File: src/rtl/ped_signal_ctrl_pkg.sv
// ---------------------------------------------------------------------------
// ped_signal_ctrl_pkg : state type, lamp codes and one-hot helper
// Rev 1.0
// ---------------------------------------------------------------------------
`default_nettype none

package ped_signal_ctrl_pkg;

  typedef enum logic [1:0] {
    STOP  = 2'd0,
    WALK  = 2'd1,
    CLEAR = 2'd2,
    FAULT = 2'd3
  } ped_state_t;

  // Lamp encoding shared with the vehicle controller
  localparam logic [1:0] RED    = 2'b00;
  localparam logic [1:0] YELLOW = 2'b01;
  localparam logic [1:0] GREEN  = 2'b10;

  function automatic logic is_one_hot3(input logic [2:0] v);
    return (v == 3'b001) || (v == 3'b010) || (v == 3'b100);
  endfunction

endpackage

`default_nettype wire

File: src/rtl/ped_signal_ctrl_btn_sync_edge.sv
// ---------------------------------------------------------------------------
// btn_sync_edge : 2-flop synchroniser plus registered rising-edge pulse
// Rev 1.0
// ---------------------------------------------------------------------------
`default_nettype none

module btn_sync_edge (
  input  logic clock,
  input  logic reset,
  input  logic btn,
  output logic rise
);

  logic [2:0] sync;

  always_ff @(posedge clock or posedge reset) begin
    if (reset) begin
      sync <= 3'b000;
      rise <= 1'b0;
    end else begin
      sync <= {sync[1:0], btn};
      rise <= sync[1] & ~sync[2];
    end
  end

endmodule

`default_nettype wire

File: src/rtl/ped_signal_ctrl.sv
// ---------------------------------------------------------------------------
// ped_signal_ctrl : pedestrian WALK/CLEAR sequencer slaved to vehicle red
// Rev 1.0
// ---------------------------------------------------------------------------
`default_nettype none

module ped_signal_ctrl
  import ped_signal_ctrl_pkg::*;
#(
  parameter int WALK_T     = 12,
  parameter int CLEAR_T    = 14,
  parameter int BLINK_HALF = 2
) (
  input  logic       clock,
  input  logic       reset,
  input  logic       r,
  input  logic       y,
  input  logic       g,
  input  logic       ped_btn,
  output logic       walk,
  output logic       dont_walk,
  output logic [4:0] countdown,
  output logic       req_pending,
  output logic       overrun,
  output logic       fault
);

  localparam logic [4:0] WALK_LOAD  = 5'(WALK_T - 1);
  localparam logic [4:0] CLEAR_LOAD = 5'(CLEAR_T - 1);
  localparam logic [4:0] BLINK_LOAD = 5'(BLINK_HALF - 1);

  ped_state_t state, state_nx;
  logic [4:0] timer, timer_nx;
  logic [4:0] blink_cnt, blink_cnt_nx;
  logic       blink_lvl, blink_lvl_nx;
  logic       r_q, bad_q;
  logic       btn_rise, red_rise, bad;
  logic       req_nx, overrun_nx;

  btn_sync_edge u_btn (
    .clock (clock),
    .reset (reset),
    .btn   (ped_btn),
    .rise  (btn_rise)
  );

  assign red_rise = r & ~r_q;
  assign bad      = ~is_one_hot3({r, y, g});

  always_ff @(posedge clock or posedge reset) begin
    if (reset) begin
      state     <= STOP;
      timer     <= 5'd0;
      blink_cnt <= 5'd0;
      blink_lvl <= 1'b1;
      r_q       <= 1'b0;
      bad_q     <= 1'b0;
    end else begin
      state     <= state_nx;
      timer     <= timer_nx;
      blink_cnt <= blink_cnt_nx;
      blink_lvl <= blink_lvl_nx;
      r_q       <= r;
      bad_q     <= bad;
    end
  end

  always_comb begin
    state_nx     = state;
    timer_nx     = timer;
    blink_cnt_nx = blink_cnt;
    blink_lvl_nx = blink_lvl;
    req_nx       = req_pending;
    overrun_nx   = overrun;
    case (state)
      STOP: begin
        if (btn_rise) req_nx = 1'b1;
        // A press arriving on the same cycle as red_rise is served immediately
        if (red_rise && (req_pending || btn_rise)) begin
          state_nx = WALK;
          timer_nx = WALK_LOAD;
          req_nx   = 1'b0;
        end
      end
      WALK: begin
        if (!r) begin
          state_nx   = STOP;
          overrun_nx = 1'b1;
        end else if (timer == 5'd0) begin
          state_nx     = CLEAR;
          timer_nx     = CLEAR_LOAD;
          blink_cnt_nx = BLINK_LOAD;
          blink_lvl_nx = 1'b1;
        end else begin
          timer_nx = timer - 5'd1;
        end
      end
      CLEAR: begin
        if (!r) begin
          state_nx   = STOP;
          overrun_nx = 1'b1;
        end else if (timer == 5'd0) begin
          state_nx = STOP;
        end else begin
          timer_nx = timer - 5'd1;
          if (blink_cnt == 5'd0) begin
            blink_cnt_nx = BLINK_LOAD;
            blink_lvl_nx = ~blink_lvl;
          end else begin
            blink_cnt_nx = blink_cnt - 5'd1;
          end
        end
      end
      FAULT: begin
        state_nx = FAULT;
      end
      default: begin
        state_nx = FAULT;
      end
    endcase
    // Two consecutive non-one-hot lamp cycles trump everything else
    if (bad && bad_q) begin
      state_nx   = FAULT;
      req_nx     = req_pending;
      overrun_nx = overrun;
    end
  end

  // Outputs decode the next state so they line up with the state register
  always_ff @(posedge clock or posedge reset) begin
    if (reset) begin
      walk        <= 1'b0;
      dont_walk   <= 1'b1;
      countdown   <= 5'd0;
      req_pending <= 1'b0;
      overrun     <= 1'b0;
      fault       <= 1'b0;
    end else begin
      walk        <= (state_nx == WALK);
      dont_walk   <= (state_nx == CLEAR) ? blink_lvl_nx : (state_nx != WALK);
      countdown   <= (state_nx == CLEAR) ? (timer_nx + 5'd1) : 5'd0;
      req_pending <= req_nx;
      overrun     <= overrun_nx;
      fault       <= fault | (state_nx == FAULT);
    end
  end

endmodule

`default_nettype wire

File: config.mk
export PLATFORM = sky130hd
export DESIGN_NAME = ped_signal_ctrl
export DESIGN_NICKNAME = d
export VERILOG_FILES = /design/src/rtl/ped_signal_ctrl_pkg.sv /design/src/rtl/ped_signal_ctrl_btn_sync_edge.sv /design/src/rtl/ped_signal_ctrl.sv
export SDC_FILE = /design/constraint.sdc
export NUM_CORES = 1
export LEC_CHECK = 0
export ABC_CLOCK_PERIOD_IN_PS = 2700
export CELL_PAD_IN_SITES_DETAIL_PLACEMENT = 0
export CELL_PAD_IN_SITES_GLOBAL_PLACEMENT = 1
export CORE_MARGIN = 4
export CORE_UTILIZATION = 35
export CTS_BUF_LIST = sky130_fd_sc_hd__clkbuf_8
export CTS_CLUSTER_DIAMETER = 60
export CTS_CLUSTER_SIZE = 25
export DETAILED_ROUTE_END_ITERATION = 8
export DONT_BUFFER_PORTS = 1
export PLACE_DENSITY_LB_ADDON = 0.25
export SYNTH_ARGS = -nofsm -noshare
export SYNTH_HDL_FRONTEND = slang
export SYNTH_HIERARCHICAL = 1
export SYNTH_SLANG_ARGS = --single-unit
File: constraint.sdc
create_clock -name clock -period 2.7 [get_ports clock]
set_input_delay 0.27 -clock clock [delete_from_list [all_inputs] [get_ports clock]]
set_output_delay 0.27 -clock clock [all_outputs]
set_load 0.05 [all_outputs]
==> results.json, run 1 <==
{
  "hold_end": "r_q$_DFF_PP0_",
  "ys_seq_area_frac": 0.4612,
  "clkTransAtPathRegs_ns": 0.06,
  "synthCells": 157,
  "min_path_type": "primary input to register",
  "max_slew_margin": 0.3454,
  "clock_latency_ns": 0.28,
  "reg2reg_depth": 11,
  "place_congestion": 0.8532,
  "syn_area_mm2": 0.001579,
  "r2r_slack_ns": 0.13,
  "clock-sinks": 29,
  "timing.rr.start": "timer[0]$_DFF_PP0_",
  "total_power_mw": 2.318,
  "ant_nets": 0,
  "hp-start": "r",
  "fin_crit_ns": 2.568,
  "io_buffers": 0,
  "cts_buffer_depth": 2,
  "die_width_um": 75.17,
  "wl_um": 3313,
  "wl_per_cell_um": 14.79,
  "dp_hpwl_um": 2290,
  "ys_async_sr_fraction": 1.000,
  "drv_slew": 0,
  "holdPathStages": 0,
  "tightest_slew_ns": 0.9808,
  "period_share": 0.9509,
  "finalClockSkew_ns": 0.01167,
  "startpoint_type": "register",
  "antenna_cells": 0,
  "leakage_nw": 0.8435,
  "synth_top_area_share": 0.4279,
  "cap_viol_max_count": 0,
  "grt_max_degree": 26,
  "vias": 1162,
  "rr_endpoint": "countdown[4]$_DFF_PP0_",
  "critPathKind": "register to register",
  "antenna_found_initial": 0,
  "drtPass1Iterations": 4,
  "yosys_warnings": 6,
  "fin_cells": 224,
  "drive_gt1_frac": 0.2326,
  "yosys.area.top_type": "dfrtp_1",
  "nNetsFinal": 186,
  "grt_pass1_wl_um": 5382,
  "htreeDepth": 2,
  "root_buffer": "clkbuf_8",
  "post-place-cells": 209,
  "synth_edf_count": 0,
  "setup_tns_ns": 0,
  "die_h_um": 75.17,
  "initial_core_util": 0.3626,
  "worstSetupEndpointType": "register",
  "avgSynthCellArea_um2": 10.06,
  "synthDistinctLibCells": 48,
  "dieArea_mm2": 0.005650,
  "cts_buffers": 5,
  "critPathMaxFanout": 4,
  "fp-row-count": 24,
  "tritoncts": "yes",
  "drt_iter0_markers": 52,
  "max_freq_mhz": 389.5,
  "peakVddDrop_uv": 584.9,
  "worstPathArrival_ns": 2.72,
  "coreArea_mm2": 0.004354,
  "groute.usage.overall": 0.1281,
  "synth_seq_cells": 29,
  "vias_per_cell": 5.188,
  "synthTopCellsByArea": "dfrtp_1 43%, ha_1 7.1%, nor2_1 3.8%, dfstp_2 3.3%, o21ai_0 3.2%",
  "status": "finished clean",
  "setup_viol": 0,
  "ios": 16,
  "finalHoldViolations": 0,
  "n_fill_cell": 433,
  "grt_overflow": 0,
  "syn_to_final_growth_pct": 16.56,
  "cp.required_ns": 2.85,
  "grt_pass1_vias": 1105,
  "synth_nets": 172,
  "drc": 0,
  "synth_ff_type": "dfrtp_1",
  "powerDensity_mw_per_mm2": 1259
}
==> power breakdown <==
part | internal, mW | switching, mW | total [mW]
Sequential | 0.564 | 0.200 | 0.764
Clock | 0.300 | 0.167 | 0.467
Combinational | 0.487 | 0.600 | 1.09
Total | 1.35 | 0.967 | 2.32
==> how the worst max path moves through the flow <==
| stage | to | cells after the start | start |
|---|---|---|---|
| 2_1_floorplan | countdown[4]$_DFF_PP0_ | 12 | timer[0]$_DFF_PP0_ |
| 3_3_place_gp | countdown[4]$_DFF_PP0_ | 12 | timer[0]$_DFF_PP0_ |
| 3_5_place_dp | countdown[4]$_DFF_PP0_ | 12 | timer[0]$_DFF_PP0_ |
| 4_1_cts | countdown[4]$_DFF_PP0_ | 12 | timer[0]$_DFF_PP0_ |
| 5_1_grt | countdown[4]$_DFF_PP0_ | 11 | timer[0]$_DFF_PP0_ |
| 6_report | countdown[4]$_DFF_PP0_ | 11 | timer[0]$_DFF_PP0_ |
==> synth_stat cells, types with 2 or more instances <==
cell	instances
xor2_1	2
o31ai_1	2
dfrtp_1	27
buf_2	3
ha_1	9
mux2i_1	2
nor2b_1	5
a21oi_1	5
buf_6	2
dfstp_2	2
nand2_1	13
nand2b_1	3
xnor2_1	2
a31oi_1	5
nor2_1	16
mux2_2	2
nor3_1	3
a31o_2	2
o21ai_0	10
inv_1	11
nor3b_1	4
==> layout by cell type (no fill, tap or decap), drive strengths merged, types with 3 or more instances in the layout <==
| cell type | n |
|---|---|
| a21oi | 5 |
| a31oi | 5 |
| buf | 11 |
| clkbuf | 6 |
| dfrtp | 27 |
| ha | 9 |
| inv | 12 |
| nand2 | 14 |
| nand2b | 3 |
| nor2 | 16 |
| nor2b | 6 |
| nor3 | 3 |
| nor3b | 4 |
| o21ai | 11 |
| or3 | 3 |
==> timing repair <==
item | CTS | global route
buffers inserted | 0 | 5
endpoints found under the setup margin | 0 | 2
endpoints found under the hold margin | 4 | 1
hold buffers | 1 | 1
gates resized for setup | 0 | 4
==> through the flow <==
step	worst slack (ns)	hold slack (ns)	util	cell area, um^2
global route	-0.006549	0.001948	0.4227	1841
detailed placement	0.05309	0.04598	0.3784	1648
CTS	0.04011	0.01219	0.4083	1778
floorplan	0.2522	0.03608	-	1579
global placement	0.1383	0.04228	0.3784	1648
finish	0.1324	0.02429	0.4227	1841
==> critical path, cell delays in order (launching register included) <==
cell,delay (ns)
dfrtp_1,0.39
inv_1,0.07
ha_2,0.20
nor4b_4,0.15
buf_4,0.16
or4_2,0.62
a21oi_2,0.18
or2_2,0.15
ha_2,0.18
o311a_1,0.17
xnor2_1,0.11
nor2_1,0.05
==> state kept, by name, summed over array words and instances (netlist names) <==
| signal | count |
|---|---|
| blink_lvl | 1 |
| overrun | 1 |
| state | 2 |
| blink_cnt | 5 |
| fault | 1 |
| req_pending | 1 |
| u_btn/sync | 3 |
| r_q | 1 |
| walk | 1 |
| bad_q | 1 |
| timer | 5 |
| countdown | 5 |
| u_btn/rise | 1 |
| dont_walk | 1 |
==> cells by family (layout without fill, tap and decap cells) <==
kind of cell	count (synthesis)	count (layout)	share of synthesized area
and+or+nand+nor	57	57	0.2084
AOI/OAI and AO/OA	36	36	0.1553
DFF	29	29	0.4612
buffers and inverters	18	33	0.05467
adders and majority gates	9	9	0.07132
xor gates and xnor gates	4	4	0.02219
muxes	4	4	0.02694
==> layer usage <==
layer / up-vias / global-route usage / part of all wire
met4: 0 / 0.03495 / 0.0091
met5: - / 0 / 0
met2: 32 / 0.1973 / 0.46
li1: 577 / - / -
met3: 5 / 0.04539 / 0.059
met1: 548 / 0.1712 / 0.48
==> area by class of cell <==
type / instances / area [um^2] / share of cell area
timing repair buffer: 13 / 102.6 / 0.05574
multi-input combinational: 110 / 779.5 / 0.4235
sequential: 29 / 728.2 / 0.3956
clock inverter: 2 / 37.54 / 0.02039
inverter: 12 / 45.04 / 0.02447
tap: 52 / 65.06 / 0.03535
clock buffer: 6 / 82.58 / 0.04487
Power figures use the tool's default switching activity.
==> inputs of run 2 (changes only) <==
CAP_MARGIN = 20   (was unset)
CORE_UTILIZATION = 51   (was 35)
==> run 2 against run 1 <==
  * Non-clock buffer count down 1
  * Sequential power about the same
  * Global-route usage up 3.7 points
==> results.json, run 2 (same netlist as run 1, synthesis figures left out) <==
{
  "status": "finished clean",
  "initial_core_util": 0.5535,
  "fp-row-count": 19,
  "largestRegisters": "blink_cnt (5), countdown (5), timer (5)",
  "cp-endpoint": "countdown[4]$_DFF_PP0_",
  "cts_buffers": 5,
  "drive_gt1_frac": 0.2164,
  "final_common_cell": "dfrtp_1",
  "worstPathArrival_ns": 2.72,
  "grt_overflow": 0,
  "max_freq_mhz": 390.4,
  "n_fill_cell": 246,
  "critPathKind": "register to register",
  "tightest_slew_ns": 0.9216,
  "syn_to_final_growth_pct": 13.15,
  "grt_max_degree": 26,
  "crit_path_start": "timer[0]$_DFF_PP0_",
  "powerDensity_mw_per_mm2": 1238,
  "timing.rr.start": "timer[0]$_DFF_PP0_",
  "ios": 16,
  "io_buffers": 0,
  "startpoint_type": "register",
  "cp.required_ns": 2.85,
  "cap_viol_max_count": 0,
  "grt_pass1_wl_um": 5250,
  "nNetsFinal": 185,
  "clock_latency_ns": 0.28,
  "drtPass1Iterations": 4,
  "finalClockSkew_ns": 0.004981,
  "mostFrequentLayoutCells": "27 x dfrtp_1, 16 x nor2_1, 13 x nand2_1",
  "coreArea_mm2": 0.002853,
  "die_width_um": 63.64,
  "antenna_found_initial": 0,
  "total_power_mw": 2.213,
  "peakVddDrop_uv": 681.9,
  "worstSetupEndpointType": "register",
  "wl_um": 3028,
  "reg2reg_depth": 12,
  "critPathMaxFanout": 5,
  "drc": 0,
  "clock-sinks": 29,
  "min_path_type": "primary input to async pin",
  "finalHoldViolations": 0,
  "groute.usage.overall": 0.1654,
  "utilization": 0.6263,
  "drv_slew": 0,
  "wl_per_cell_um": 14.99,
  "drt_iter0_markers": 48,
  "grt_pass1_vias": 1183,
  "die_h_um": 63.64,
  "tritoncts": "yes",
  "htreeDepth": 2,
  "period_share": 0.9487,
  "setup_viol": 0,
  "clkTransAtPathRegs_ns": 0.06,
  "dp_hpwl_um": 2225,
  "vias": 1197,
  "cts_buffer_depth": 2,
  "max_slew_margin": 0.3849,
  "r2r_slack_ns": 0.14,
  "rr_endpoint": "countdown[4]$_DFF_PP0_",
  "antenna_cells": 0,
  "leakage_nw": 0.8339,
  "vias_per_cell": 5.926,
  "ant_nets": 0,
  "dieArea_mm2": 0.004050,
  "fin_crit_ns": 2.562,
  "root_buffer": "clkbuf_8",
  "place_congestion": 0.9613
}
run 2: changes by cell type in the layout (fill, tap and decap cells not counted):
cell           delta
a21oi_1           +1
a21oi_2           -1
buf_4             -2
bufinv_16         -1
clkbuf_8          +1
clkinv_2          +1
clkinvlp_4        -1
dlygate4sd3_1     +1
run 2: critical path: stages, from the launching register on:
cell and delay [ns]:
dfrtp_1 0.41, inv_1 0.09, ha_2 0.21, nor4b_4 0.34
inv_2 0.11, ha_1 0.19, nand2b_1 0.14, a211o_1 0.30
o2111ai_2 0.10, ha_2 0.22, o311a_1 0.17, xnor2_1 0.11
nor2_1 0.05
run 2: area by class of cell:
class,instances,area (um^2),share of cell area
clock buffers,7,96.34,0.05392
clock inverters,1,5.005,0.002801
inverters,12,45.04,0.02521
multi-input cells,110,775.7,0.4342
flip-flops and latches,29,728.2,0.4076
well taps,31,38.79,0.02171
repair buffers,12,97.59,0.05462
run 2: power by group:
group          internal [mW]  leakage [nW]  switching (mW)
clock network          0.230        0.0542           0.157
logic                  0.477         0.423           0.585
registers              0.565         0.357           0.200
run 2: worst min-delay path by stage:
stage,endpoint,slack (ns),depth (start not counted)
after floorplan,u_btn/rise$_DFF_PP0_,0.04,1
after global placement,u_btn/sync[0]$_DFF_PP0_,0.04,1
after detailed placement,u_btn/sync[1]$_DFF_PP0_,0.05,1
after CTS,r_q$_DFF_PP0_,0.008,0
after global routing,bad_q$_DFF_PP0_,0.14,1
final,overrun$_DFFE_PP0P_,0.08,1
run 2: repair_timing:
action,CTS,global route
hold endpoints to repair,4,2
hold buffers,1,2
resized for setup,0,3
setup endpoints to repair,0,2
buffers inserted,0,3
run 2: metal layers:
metal,up-vias,share of wire,track usage
met3,7,0.048,0.04085
met1,587,0.45,0.1993
met2,30,0.48,0.2777
met5,-,0,0
met4,0,0.019,0.07278
li1,573,-,-
run 2: metrics by stage:
stage	worst slack [ns]	instances	cell area [um^2]	hold slack (ns)	setup TNS, ns
floorplan	0.2522	157	1579	0.03608	0
global placement	0.1690	188	1622	0.04284	0
detailed placement	0.05974	188	1622	0.04842	0
CTS	0.03843	197	1733	0.007871	0
global route	-0.02397	202	1787	0.1358	-0.02397
finish	0.1384	202	1787	0.08413	0
